File: src/rtl/rv_decode_stage.sv
// RV32I/RV64I decode stage: registers decoded fields, immediate, operand flags and
// illegal flag behind a valid/ready stream with a 2-entry skid, flush and illegal counter.
module rv_decode_stage #(
  parameter int unsigned XLEN          = 32,
  parameter bit          ENABLE_SYSTEM = 1'b1,
  parameter int unsigned ID_WIDTH      = 4,
  parameter int unsigned CNT_WIDTH     = 16
) (
  input  logic                 clk,
  input  logic                 rst_n,
  input  logic                 flush,
  input  logic                 in_valid,
  output logic                 in_ready,
  input  logic [31:0]          in_inst,
  input  logic [XLEN-1:0]      in_pc,
  input  logic [ID_WIDTH-1:0]  in_id,
  output logic                 out_valid,
  input  logic                 out_ready,
  output logic [XLEN-1:0]      out_pc,
  output logic [ID_WIDTH-1:0]  out_id,
  output logic [6:0]           out_opcode,
  output logic [4:0]           out_rd,
  output logic [4:0]           out_rs1,
  output logic [4:0]           out_rs2,
  output logic [2:0]           out_funct3,
  output logic [6:0]           out_funct7,
  output logic [11:0]          out_funct12,
  output logic [XLEN-1:0]      out_imm,
  output logic                 out_uses_rs1,
  output logic                 out_uses_rs2,
  output logic                 out_writes_rd,
  output logic                 out_illegal,
  output logic [CNT_WIDTH-1:0] illegal_count
);

  localparam bit IS_RV64 = (XLEN == 64);

  localparam logic [6:0] OPC_LOAD   = 7'h03;
  localparam logic [6:0] OPC_FENCE  = 7'h0F;
  localparam logic [6:0] OPC_IMM    = 7'h13;
  localparam logic [6:0] OPC_AUIPC  = 7'h17;
  localparam logic [6:0] OPC_IMM32  = 7'h1B;
  localparam logic [6:0] OPC_STORE  = 7'h23;
  localparam logic [6:0] OPC_OP     = 7'h33;
  localparam logic [6:0] OPC_LUI    = 7'h37;
  localparam logic [6:0] OPC_OP32   = 7'h3B;
  localparam logic [6:0] OPC_BRANCH = 7'h63;
  localparam logic [6:0] OPC_JALR   = 7'h67;
  localparam logic [6:0] OPC_JAL    = 7'h6F;
  localparam logic [6:0] OPC_SYSTEM = 7'h73;

  typedef struct packed {
    logic [XLEN-1:0]     pc;
    logic [ID_WIDTH-1:0] id;
    logic [6:0]          opcode;
    logic [4:0]          rd;
    logic [4:0]          rs1;
    logic [4:0]          rs2;
    logic [2:0]          funct3;
    logic [6:0]          funct7;
    logic [11:0]         funct12;
    logic [XLEN-1:0]     imm;
    logic                uses_rs1;
    logic                uses_rs2;
    logic                writes_rd;
    logic                illegal;
  } beat_t;

  beat_t dec;
  beat_t out_q, out_d;
  beat_t skid_q, skid_d;
  logic  out_valid_q, out_valid_d;
  logic  skid_valid_q, skid_valid_d;
  logic  in_ready_q, in_ready_d;
  logic [CNT_WIDTH-1:0] cnt_q, cnt_d;

  logic [6:0]  opc;
  logic [2:0]  f3;
  logic [6:0]  f7;
  logic [31:0] imm32;
  logic        legal_opc;
  logic        fld_ok;
  logic        use1, use2, wr_rd;
  logic        in_fire, out_fire, drain;

  // Combinational decode of the incoming word
  always_comb begin
    dec       = '0;
    opc       = in_inst[6:0];
    f3        = in_inst[14:12];
    f7        = in_inst[31:25];
    imm32     = {{20{in_inst[31]}}, in_inst[31:20]};
    legal_opc = 1'b1;
    fld_ok    = 1'b1;
    use1      = 1'b0;
    use2      = 1'b0;
    wr_rd     = 1'b0;

    case (opc)
      OPC_LOAD: begin
        use1   = 1'b1;
        wr_rd  = 1'b1;
        fld_ok = IS_RV64 ? (f3 != 3'd7) : !((f3 == 3'd3) || (f3 == 3'd6) || (f3 == 3'd7));
      end
      OPC_STORE: begin
        imm32  = {{20{in_inst[31]}}, in_inst[31:25], in_inst[11:7]};
        use1   = 1'b1;
        use2   = 1'b1;
        fld_ok = IS_RV64 ? (f3 <= 3'd3) : (f3 <= 3'd2);
      end
      OPC_BRANCH: begin
        imm32  = {{19{in_inst[31]}}, in_inst[31], in_inst[7], in_inst[30:25],
                  in_inst[11:8], 1'b0};
        use1   = 1'b1;
        use2   = 1'b1;
        fld_ok = (f3 != 3'd2) && (f3 != 3'd3);
      end
      OPC_JALR: begin
        use1   = 1'b1;
        wr_rd  = 1'b1;
        fld_ok = (f3 == 3'd0);
      end
      OPC_JAL: begin
        imm32 = {{11{in_inst[31]}}, in_inst[31], in_inst[19:12], in_inst[20],
                 in_inst[30:21], 1'b0};
        wr_rd = 1'b1;
      end
      OPC_LUI, OPC_AUIPC: begin
        imm32 = {in_inst[31:12], 12'h000};
        wr_rd = 1'b1;
      end
      OPC_OP: begin
        use1   = 1'b1;
        use2   = 1'b1;
        wr_rd  = 1'b1;
        fld_ok = (f7 == 7'h00) || ((f7 == 7'h20) && ((f3 == 3'd0) || (f3 == 3'd5)));
      end
      OPC_IMM: begin
        use1  = 1'b1;
        wr_rd = 1'b1;
        // Shift-immediates: shamt is 5 bits on RV32, 6 bits on RV64
        case (f3)
          3'd1: fld_ok = IS_RV64 ? (in_inst[31:26] == 6'h00) : (f7 == 7'h00);
          3'd5: fld_ok = IS_RV64 ? ((in_inst[31:26] == 6'h00) || (in_inst[31:26] == 6'h10))
                                 : ((f7 == 7'h00) || (f7 == 7'h20));
          default: fld_ok = 1'b1;
        endcase
      end
      OPC_OP32: begin
        legal_opc = IS_RV64;
        use1      = 1'b1;
        use2      = 1'b1;
        wr_rd     = 1'b1;
      end
      OPC_IMM32: begin
        legal_opc = IS_RV64;
        use1      = 1'b1;
        wr_rd     = 1'b1;
      end
      OPC_SYSTEM: begin
        legal_opc = ENABLE_SYSTEM;
        use1      = (f3 == 3'd1) || (f3 == 3'd2) || (f3 == 3'd3);
        wr_rd     = (f3 != 3'd0);
      end
      OPC_FENCE: begin
        legal_opc = ENABLE_SYSTEM;
      end
      default: legal_opc = 1'b0;
    endcase

    dec.pc        = in_pc;
    dec.id        = in_id;
    dec.opcode    = opc;
    dec.rd        = in_inst[11:7];
    dec.rs1       = in_inst[19:15];
    dec.rs2       = in_inst[24:20];
    dec.funct3    = f3;
    dec.funct7    = f7;
    dec.funct12   = in_inst[31:20];
    dec.imm       = XLEN'($signed(imm32));
    dec.illegal   = (in_inst[1:0] != 2'b11) || !legal_opc || !fld_ok;
    dec.uses_rs1  = use1 && !dec.illegal;
    dec.uses_rs2  = use2 && !dec.illegal;
    dec.writes_rd = wr_rd && (in_inst[11:7] != 5'd0) && !dec.illegal;
  end

  // Output register + skid steering, flush and illegal counter
  always_comb begin
    out_d        = out_q;
    skid_d       = skid_q;
    out_valid_d  = out_valid_q;
    skid_valid_d = skid_valid_q;
    cnt_d        = cnt_q;
    in_fire      = in_valid && in_ready_q && !flush;
    out_fire     = out_valid_q && out_ready;
    drain        = !out_valid_q || out_ready;

    if (out_fire && out_q.illegal && (cnt_q != '1)) begin
      cnt_d = cnt_q + CNT_WIDTH'(1);
    end

    if (flush) begin
      out_valid_d  = 1'b0;
      skid_valid_d = 1'b0;
    end else if (drain) begin
      // in_ready is low whenever skid holds a beat, so skid and input never compete
      if (skid_valid_q) begin
        out_d        = skid_q;
        out_valid_d  = 1'b1;
        skid_valid_d = 1'b0;
      end else if (in_fire) begin
        out_d       = dec;
        out_valid_d = 1'b1;
      end else begin
        out_valid_d = 1'b0;
      end
    end else if (in_fire) begin
      skid_d       = dec;
      skid_valid_d = 1'b1;
    end

    in_ready_d = !skid_valid_d;
  end

  always_ff @(posedge clk) begin
    if (!rst_n) begin
      out_q        <= '0;
      skid_q       <= '0;
      out_valid_q  <= 1'b0;
      skid_valid_q <= 1'b0;
      in_ready_q   <= 1'b1;
      cnt_q        <= '0;
    end else begin
      out_q        <= out_d;
      skid_q       <= skid_d;
      out_valid_q  <= out_valid_d;
      skid_valid_q <= skid_valid_d;
      in_ready_q   <= in_ready_d;
      cnt_q        <= cnt_d;
    end
  end

  assign in_ready      = in_ready_q;
  assign out_valid     = out_valid_q;
  assign out_pc        = out_q.pc;
  assign out_id        = out_q.id;
  assign out_opcode    = out_q.opcode;
  assign out_rd        = out_q.rd;
  assign out_rs1       = out_q.rs1;
  assign out_rs2       = out_q.rs2;
  assign out_funct3    = out_q.funct3;
  assign out_funct7    = out_q.funct7;
  assign out_funct12   = out_q.funct12;
  assign out_imm       = out_q.imm;
  assign out_uses_rs1  = out_q.uses_rs1;
  assign out_uses_rs2  = out_q.uses_rs2;
  assign out_writes_rd = out_q.writes_rd;
  assign out_illegal   = out_q.illegal;
  assign illegal_count = cnt_q;

endmodule
File: config.mk
export PLATFORM = sky130hd
export DESIGN_NAME = rv_decode_stage
export DESIGN_NICKNAME = d
export VERILOG_FILES = /design/src/rtl/rv_decode_stage.sv
export SDC_FILE = /design/constraint.sdc
export NUM_CORES = 1
export LEC_CHECK = 0
export CAP_MARGIN = 15
export CORE_MARGIN = 3
export CORE_UTILIZATION = 55
export DETAILED_ROUTE_END_ITERATION = 8
export GPL_ROUTABILITY_DRIVEN = 0
export PLACE_DENSITY_LB_ADDON = 0.3
export SLEW_MARGIN = 25
export SYNTH_ARGS = -nofsm -noshare
export SYNTH_HDL_FRONTEND = slang
export SYNTH_SLANG_ARGS = --single-unit
File: constraint.sdc
create_clock -name clk -period 4.3 [get_ports clk]
set_input_delay 0.86 -clock clk [delete_from_list [all_inputs] [get_ports clk]]
set_output_delay 0.86 -clock clk [all_outputs]
set_load 0.1 [all_outputs]
# Word-level counts from Yosys, hierarchy flattened
# Cells that the tools add are included.
[word_totals]
reg_bits = 251
latch_bits = 0
mem_bits_rw = 0
romBits = 0
input_bits = 73
out_inout_bits = 134
elab_cells = 116
memories = 0
[op_classes]
add_sub_neg = 1
mul = 0
div_mod_pow = 0
order_cmp = 1
eq_ne = 24
shift = 0
muxes = 14
bitwise_logic = 3
reduce_logical = 41
[ops]
columns = ["operator", "n"]
rows = [
  ["2-to-1 mux 116 bit", 2],
  ["one-hot mux 31 bit (4 select lines)", 1],
  ["equality test 7 x 6 -> 1 bit, second input constant", 5],
  ["equality test 7 bit, second input constant", 4],
  ["equality test 7 x 5 -> 1 bit, second input constant", 3],
  ["adder 16 x 1 -> 16 bit, second input constant", 1],
  ["inequality test 16 bit, second input constant", 1],
  ["logical AND 1 bit", 11],
  ["OR reduction 11 bit", 1],
  ["logical OR 1 bit", 10],
  ["equality test 3 bit, second input constant", 3],
  ["OR reduction 9 bit", 1],
  ["OR reduction 8 bit", 1],
  ["equality test 7 x 2 -> 1 bit, second input constant", 1],
  ["equality test 7 x 4 -> 1 bit, second input constant", 1],
  ["logical NOT 1 bit", 7],
  ["logical NOT 7 bit", 1],
  ["2-to-1 mux 1 bit", 7],
  ["equality test 3 x 2 -> 1 bit, second input constant", 2],
  ["inequality test 3 x 2 -> 1 bit, second input constant", 2],
  ["one-hot mux 1 bit (2 select lines)", 3],
  ["one-hot mux 1 bit (6 select lines)", 1],
  ["AND reduction 3 bit", 2],
  ["nonzero test 5 bit", 1],
  ["other kinds (9)", 12],
]

# Depth between registers and ports, before layout
# Gate-level depths: netlist of run 1.
[logic_depth]
word_depth = 11
mapped_depth = 9
depth_no_buf = 5

# Worst setup path before layout of run 1
# No wires, ideal clock.
[synth_path]
path_kind = "reg-to-reg"
start = "register cnt_q[2], in the netlist illegal_count[2]"
end = "register cnt_q[15], in the netlist illegal_count[15]"
setup_time_ns = 0.122
arrival_time_ns = 2.606
required_ns = 4.178
slack_ns = 1.572
stages_incl_launch_ff = 6
synth_period_minus_slack_ns = 2.728
path_cell_list = "dfxtp_1 and4_4 nand4_4 or4b_4 or3_1 mux2i_1"
[synth_via]
elab_chain_len = 2
word_cells_on_any_way = 3
classes_between = "add/sub: 1; eq/ne: 1; reduce/logical: 1"
[synth_rtl]
columns = ["item", "line_no", "rtl"]
rows = [
  ["start: declaration", "75", "logic [CNT_WIDTH-1:0] cnt_q, cnt_d;"],
  ["start signal: assignment", "239", "cnt_q <= cnt_d;"],
  ["branches (longest 2 deep; another with adder 16 x 1 -> 16 bit)", "-", ""],
]
# Parallel ways; which one is timed is not known.
# A chain may end at the register's enable or synchronous reset.

# Final worst setup path of run 1
[layout_path]
start = "register cnt_q[10], in the netlist illegal_count[10]"
end = "output illegal_count[10]"
[layout_lines]
columns = ["item", "line_no", "rtl"]
rows = [
  ["end: declaration", "33", "output logic [CNT_WIDTH-1:0] illegal_count"],
]
# No word-level cell between the ends.

==> results of run 1 <==
[metrics by stage]
stage          utilization (%)  cells  total power, mW  hold slack, ns  cell area, um^2
2_1_floorplan                -   1163            2.993          0.4360             9784
3_3_place_gp             67.94   1495            3.268          0.4407            11790
6_report                 72.69   1538            5.325          0.4523            12620
5_1_grt                  72.69   1538            5.493          0.4732            12620
4_1_cts                  72.54   1537            5.350          0.4543            12590
3_5_place_dp             67.95   1495            3.280          0.4461            11790
[cell usage in the layout, fill, tap and decap left out, types with 3 or more instances in the layout]
| master | instances |
|---|---|
| nand2b_1 | 17 |
| nand4b_1 | 3 |
| o211ai_1 | 6 |
| inv_1 | 6 |
| clkinv_2 | 3 |
| clkdlybuf4s50_1 | 206 |
| xor2_1 | 5 |
| a211oi_1 | 103 |
| o41ai_1 | 7 |
| nand3_1 | 34 |
| a211o_1 | 13 |
| o31ai_1 | 10 |
| clkbuf_16 | 25 |
| nor3_2 | 3 |
| a221oi_1 | 9 |
| mux2i_1 | 67 |
| nor4_1 | 4 |
| o21ai_0 | 18 |
| nand4_1 | 3 |
| nand2_1 | 163 |
| or4_1 | 6 |
| a32o_1 | 4 |
| clkbuf_8 | 4 |
| a21oi_1 | 103 |
| buf_4 | 16 |
| nor2b_1 | 19 |
| clkbuf_1 | 5 |
| nor3_1 | 35 |
| dfxtp_1 | 224 |
| nor2_1 | 135 |
| xnor2_1 | 3 |
| and3_1 | 4 |
| or3_1 | 4 |
[cell type report]
type	instances	share of cell area, %
Multi-Input combinational cell	814	37.77
Clock buffer	34	5.543
Inverter	7	0.2479
Timing Repair Buffer	225	17.70
Tap cell	225	2.231
Sequential cell	225	35.73
Clock inverter	8	0.7735
[state kept, by name (all words and copies together) (netlist names), 3 cells and up]
register       cells
skid_q           103
out_pc            32
out_imm           31
illegal_count     16
out_funct7         7
out_opcode         7
out_rd             5
out_rs1            5
out_id             4
out_rs2            4
out_funct3         3
[synth_stat cells (2+ instances only)]
cell type,number,area [um^2]
nor4_1,4,25.02
o2bb2ai_1,2,17.52
nor3b_1,2,15.01
mux2i_1,67,670.6
a221oi_1,9,78.83
nand2b_1,17,106.4
o31ai_1,10,75.07
inv_1,7,26.28
nor3_1,37,185.2
nand4b_1,3,26.28
and3_1,4,25.02
a211oi_1,103,773.2
o21bai_1,2,15.01
clkbuf_1,80,300.3
nand3_1,34,170.2
or4_1,6,45.04
o41ai_1,7,61.31
a211o_1,13,113.9
nor2b_1,19,118.9
dfxtp_1,225,4504
xor2_1,5,43.79
buf_4,15,112.6
nand4_1,3,18.77
nor2_1,136,510.5
xnor2_1,3,26.28
buf_1,13,48.80
or3b_1,2,17.52
o211ai_1,6,45.04
and2_1,2,12.51
a21oi_1,103,515.5
a41o_1,2,20.02
nand2_1,163,611.8
o21ai_0,19,95.09
or3_1,6,37.54
o41ai_2,2,32.53
buf_2,9,45.04
a32o_1,4,40.04
[routing by layer]
| metal | up-vias | GRT usage, % | part of all wire (%) |
|---|---|---|---|
| li1 | 4391 | - | - |
| met3 | 45 | 5.361 | 7.1 |
| met5 | - | 0 | 0 |
| met4 | 0 | 8.342 | 2.5 |
| met1 | 4317 | 34.38 | 43 |
| met2 | 315 | 43.66 | 47 |
[power by group]
part	internal, mW	total [mW]	switching (mW)	leakage [nW]
clock network	1.25	2.08	0.832	0.392
logic	0.267	1.04	0.772	2.00
registers	2.16	2.20	0.0438	1.83
total	3.68	5.33	1.65	4.23
[cell families (layout without fill, tap and decap cells)]
kind of cell / count (synthesis) / after routing / share of synthesized area, %
simple gates: 446 / 446 / 20.60
compound gates: 292 / 292 / 20.22
flops: 225 / 225 / 46.04
buf+inv: 124 / 274 / 5.448
mux: 67 / 67 / 6.854
xor+xnor: 8 / 8 / 0.7161
fa+ha+maj: 1 / 1 / 0.1279
[worst min-delay path by stage]
stage | from | endpoint | slack [ns] | cells after the start
6_report | skid_q[90] | skid_q[90] | 0.45 | 2
4_1_cts | skid_q[61] | skid_q[61] | 0.45 | 2
2_1_floorplan | skid_q[100] | skid_q[100] | 0.44 | 2
3_3_place_gp | skid_q[77] | skid_q[77] | 0.44 | 2
5_1_grt | skid_q[101] | skid_q[101] | 0.47 | 2
3_5_place_dp | skid_q[61] | skid_q[61] | 0.45 | 2
==> flow_metrics.tcl, run 1 <==
set metrics [dict create \
    outcome "complete, no violations" \
    cts_hold_buffers 0 \
    ys_ff_latch 225 \
    setup_ws_ns 1.253 \
    path_max_fanout 8 \
    rows 48 \
    multi_input_area_mm2 0.004766 \
    first_pass_iters 5 \
    drc_errors 0 \
    synth-edff-count 0 \
    max_cap_viol_count 0 \
    cts_sinks 225 \
    grt_usage_pct 26.24 \
    vias 9068 \
    fin_crit_sh_pct 70.86 \
    setup_viol 0 \
    cp.depth 1 \
    avgSynthCellArea_um2 8.413 \
    core_area_mm2 0.01736 \
    end_kind "output port" \
    fillers 1313 \
    finalNetCount 1371 \
    dieArea_mm2 0.01943 \
    wl_per_cell_um 17.60 \
    htree_levels 1 \
    r2r_slack_ns 1.86 \
    die_x_um 139.4 \
    initial_utilization_pct 56.37 \
    vias_per_cell 5.896 \
    yosys_most_used_dff "dfxtp_1" \
    hpwl_um 16950 \
    grt_pass1_wl_um 43270 \
    grt_pass1_vias 8523 \
    drt_wl_total_um 27080 \
    cts_buffers 24 \
    ios 207 \
    critPathLaunch "illegal_count[10]" \
    cts_setup_buffers 0 \
    finalHoldViolCount 0 \
    final.setup_skew_ns 0.01516 \
    port_buffers 206 \
    ys_types 56 \
    drtIter0Drc 733 \
    ys.warnings.count 0 \
    cts_tree "done" \
    hp-class "flip-flop to flip-flop" \
    peakVddDrop_mv 0.2991 \
    leakagePower_nw 4.227 \
    max_clock_freq_mhz 328.2 \
    r2r_start "skid_valid_q" \
    grt.overflow.total 0 \
    ys_seq_area_share_pct 46.04 \
    p_per_area_mw_per_mm2 422.1 \
    tns_ns 0 \
    drive_gt1_share_pct 5.407 \
    ff2ff_path_depth 4 \
    cp.buffers_inverters 1 \
    die-height_um 139.4 \
    area_growth_pct 28.95 \
    critical-path-top-delay-family "buffers and inverters" \
    synth_cells 1163 \
    synth-async-reset-ratio_pct 0 \
    rsz0062_at_grt "no" \
    maxSlewHeadroom_pct 27.81 \
    cp.arrival_ns 2.19 \
    worst_slew_pin_slew_ns 1.079 \
    synthesis.area_mm2 0.009784 \
    clockBufferDepth 3 \
    clk_latency_ns 0.51 \
    clk_pin_slew_worst_paths_ns 0.06 \
    cts_root_buf "clkbuf_16" \
    drtAntennaViolNets 0 \
    startpoint_type "flip-flop" \
    place_ws_ns 0.8959 \
    ctsResizeCount 0 \
    worstSetupPathType "flip-flop to output port" \
    reg2reg_to "out_rs1[0]" \
    regArea_mm2 0.004508 \
    path_cells "clkdlybuf4s50_1" \
    required_ns 3.44 \
    crit_end "illegal_count[10]" \
    finalMaxSlewViolations 0 \
    critical-path-max-stage-delay_ns 1.19 \
    synthesis.nets 1237 \
    antenna_found_initial 0 \
    period_needed_ns 3.047 \
    grt_max_degree 161 \
    antenna_cells 0 \
    slowest_stage "clkdlybuf4s50_1" \
]
Power figures use the tool's default switching activity.
==> run 2: changes to the inputs <==
--- a/config.mk
+++ b/config.mk
@@ -7,7 +7,7 @@
 export LEC_CHECK = 0
 export CAP_MARGIN = 15
 export CORE_MARGIN = 3
-export CORE_UTILIZATION = 55
+export CORE_UTILIZATION = 46
 export DETAILED_ROUTE_END_ITERATION = 8
 export GPL_ROUTABILITY_DRIVEN = 0
 export PLACE_DENSITY_LB_ADDON = 0.3
==> constraint.sdc (replaced) <==
create_clock -name clk -period 2.67 [get_ports clk]
set_input_delay 0.534 -clock clk [delete_from_list [all_inputs] [get_ports clk]]
set_output_delay 0.534 -clock clk [all_outputs]
set_load 0.1 [all_outputs]
==> flow_metrics.tcl, run 2 (synthesis results as in run 1) <==
set metrics [dict create \
    outcome "complete, no violations" \
    first_pass_iters 5 \
    cts_setup_buffers 0 \
    antenna_found_initial 0 \
    leakagePower_nw 4.722 \
    vias_per_cell 5.572 \
    htree_levels 1 \
    p_sw_mw 2.661 \
    worst_slew_pin_slew_ns 1.058 \
    cp.depth 7 \
    dieArea_mm2 0.02306 \
    area_growth_pct 31.20 \
    power_switching_share_pct 29.91 \
    p_per_area_mw_per_mm2 693.1 \
    clk_pin_slew_worst_paths_ns 0.06 \
    grt_usage_pct 22.51 \
    drtAntennaViolNets 0 \
    drt_wl_total_um 27320 \
    rows 52 \
    clk_latency_ns 0.51 \
    wl_per_cell_um 16.89 \
    final_cell_mix "dfxtp_1, buf_4, nand2_1" \
    drtIter0Drc 613 \
    reg2reg_to "illegal_count[0]" \
    cts_root_buf "clkbuf_16" \
    cts_buffers 25 \
    grt_max_degree 91 \
    critical-path-top-delay-family "compound AO/OA/AOI/OAI gates" \
    clkPwrFrac_pct 41.2 \
    grt_pass1_vias 8281 \
    largest_reg_flops 103 \
    port_buffers 206 \
    fin_crit_sh_pct 87.17 \
    drive_gt1_share_pct 17.97 \
    vias 9010 \
    worstSetupPathType "primary input to flip-flop" \
    max_clock_freq_mhz 429.7 \
    fillers 1787 \
    final_common_cell "dfxtp_1" \
    hold_path_startpoint "skid_q[76]" \
    startpoint_type "primary input" \
    core_area_mm2 0.02056 \
    cp.arrival_ns 2.78 \
    tns_ns 0 \
    intPower_mw 6.237 \
    setup_ws_ns 0.3426 \
    finalMaxSlewViolations 0 \
    max_cap_viol_count 0 \
    critPathLaunch "in_inst[31]" \
    path_max_fanout 5 \
    period_needed_ns 2.327 \
    required_ns 3.12 \
    grt.overflow.total 0 \
    initial_utilization_pct 47.59 \
    pwr-share-comb_pct 19.0 \
    final_core_util_pct 62.44 \
    cp.buffers_inverters 2 \
    ctsResizeCount 0 \
    hpwl_um 17850 \
    seqPwrFrac_pct 39.8 \
    crit_end "skid_q[1]" \
    cts_sinks 225 \
    slowest_stage "or4_1" \
    final.setup_skew_ns 0.008886 \
    power.total_mw 8.898 \
    top_register "skid_q" \
    die-height_um 151.8 \
    drc_errors 0 \
    ff2ff_path_depth 6 \
    finalNetCount 1406 \
    rsz0062_at_grt "no" \
    antenna_cells 0 \
    place_ws_ns -0.2077 \
    dpl_cell_area_mm2 0.01195 \
    cts_hold_buffers 0 \
    ios 207 \
    r2r_start "illegal_count[4]" \
    r2r_slack_ns 0.39 \
    critical-path-max-stage-delay_ns 0.63 \
    grt_pass1_wl_um 44240 \
    finalHoldViolCount 0 \
    maxSlewHeadroom_pct 29.46 \
    peakVddDrop_mv 0.4717 \
    final_area_mm2 0.01284 \
    setup_viol 0 \
    die_x_um 151.8 \
    clockBufferDepth 3 \
    cts_tree "done" \
    end_kind "flip-flop" \
    path_cells "clkdlybuf4s50_1, or4_1, o41ai_2, a32oi_1, a211oi_4, buf_4, a41o_1" \
    hp-class "flip-flop to flip-flop" \
]
[run 2: worst min-delay path by stage]
stage,end,slack [ns],depth (start not counted)
3_3_place_gp,skid_q[58],0.44,2
6_report,skid_q[76],0.45,2
3_5_place_dp,skid_q[66],0.45,2
2_1_floorplan,skid_q[100],0.44,2
4_1_cts,skid_q[66],0.45,2
5_1_grt,skid_q[66],0.47,2
[run 2: tightest hold or removal path: stages (launching register included)]
cell	delay (ns)
dfxtp_1	0.31
nand2_1	0.05
a21oi_1	0.05
[run 2: cell type report]
cell class	instances	area, um^2	area share [%]
Multi-Input combinational cell	814	4765	37.12
Clock inverter	10	177.7	1.384
Clock buffer	32	703.2	5.478
Tap cell	270	337.8	2.632
Inverter	7	31.28	0.2437
Timing Repair Buffer	259	2312	18.01
Sequential cell	225	4511	35.14
[run 2: routing by layer]
metal / vias to the layer above / share of wire (%) / track usage, %
met3: 52 / 6.2 / 4.721
met5: - / 0 / 0
met1: 4208 / 45 / 31.28
met2: 282 / 46 / 35.65
met4: 0 / 2.7 / 6.421
li1: 4468 / - / -
[run 2: through the flow]
| stage | instances | hold WS, ns |
|---|---|---|
| 2_1_floorplan | 1163 | 0.4360 |
| 3_3_place_gp | 1575 | 0.4406 |
| 3_5_place_dp | 1575 | 0.4467 |
| 4_1_cts | 1617 | 0.4543 |
| 5_1_grt | 1617 | 0.4686 |
| 6_report | 1617 | 0.4528 |
[run 2: power by group through the flow]
stage / combinational, mW / sequential, mW / clock [mW]
after floorplan: 0.482 / 4.34 / 0
after detailed placement: 1.69 / 3.62 / 0
after global placement: 1.68 / 3.61 / 0
after global routing: 1.77 / 3.56 / 3.86
after CTS: 1.69 / 3.55 / 3.72
final: 1.69 / 3.54 / 3.66
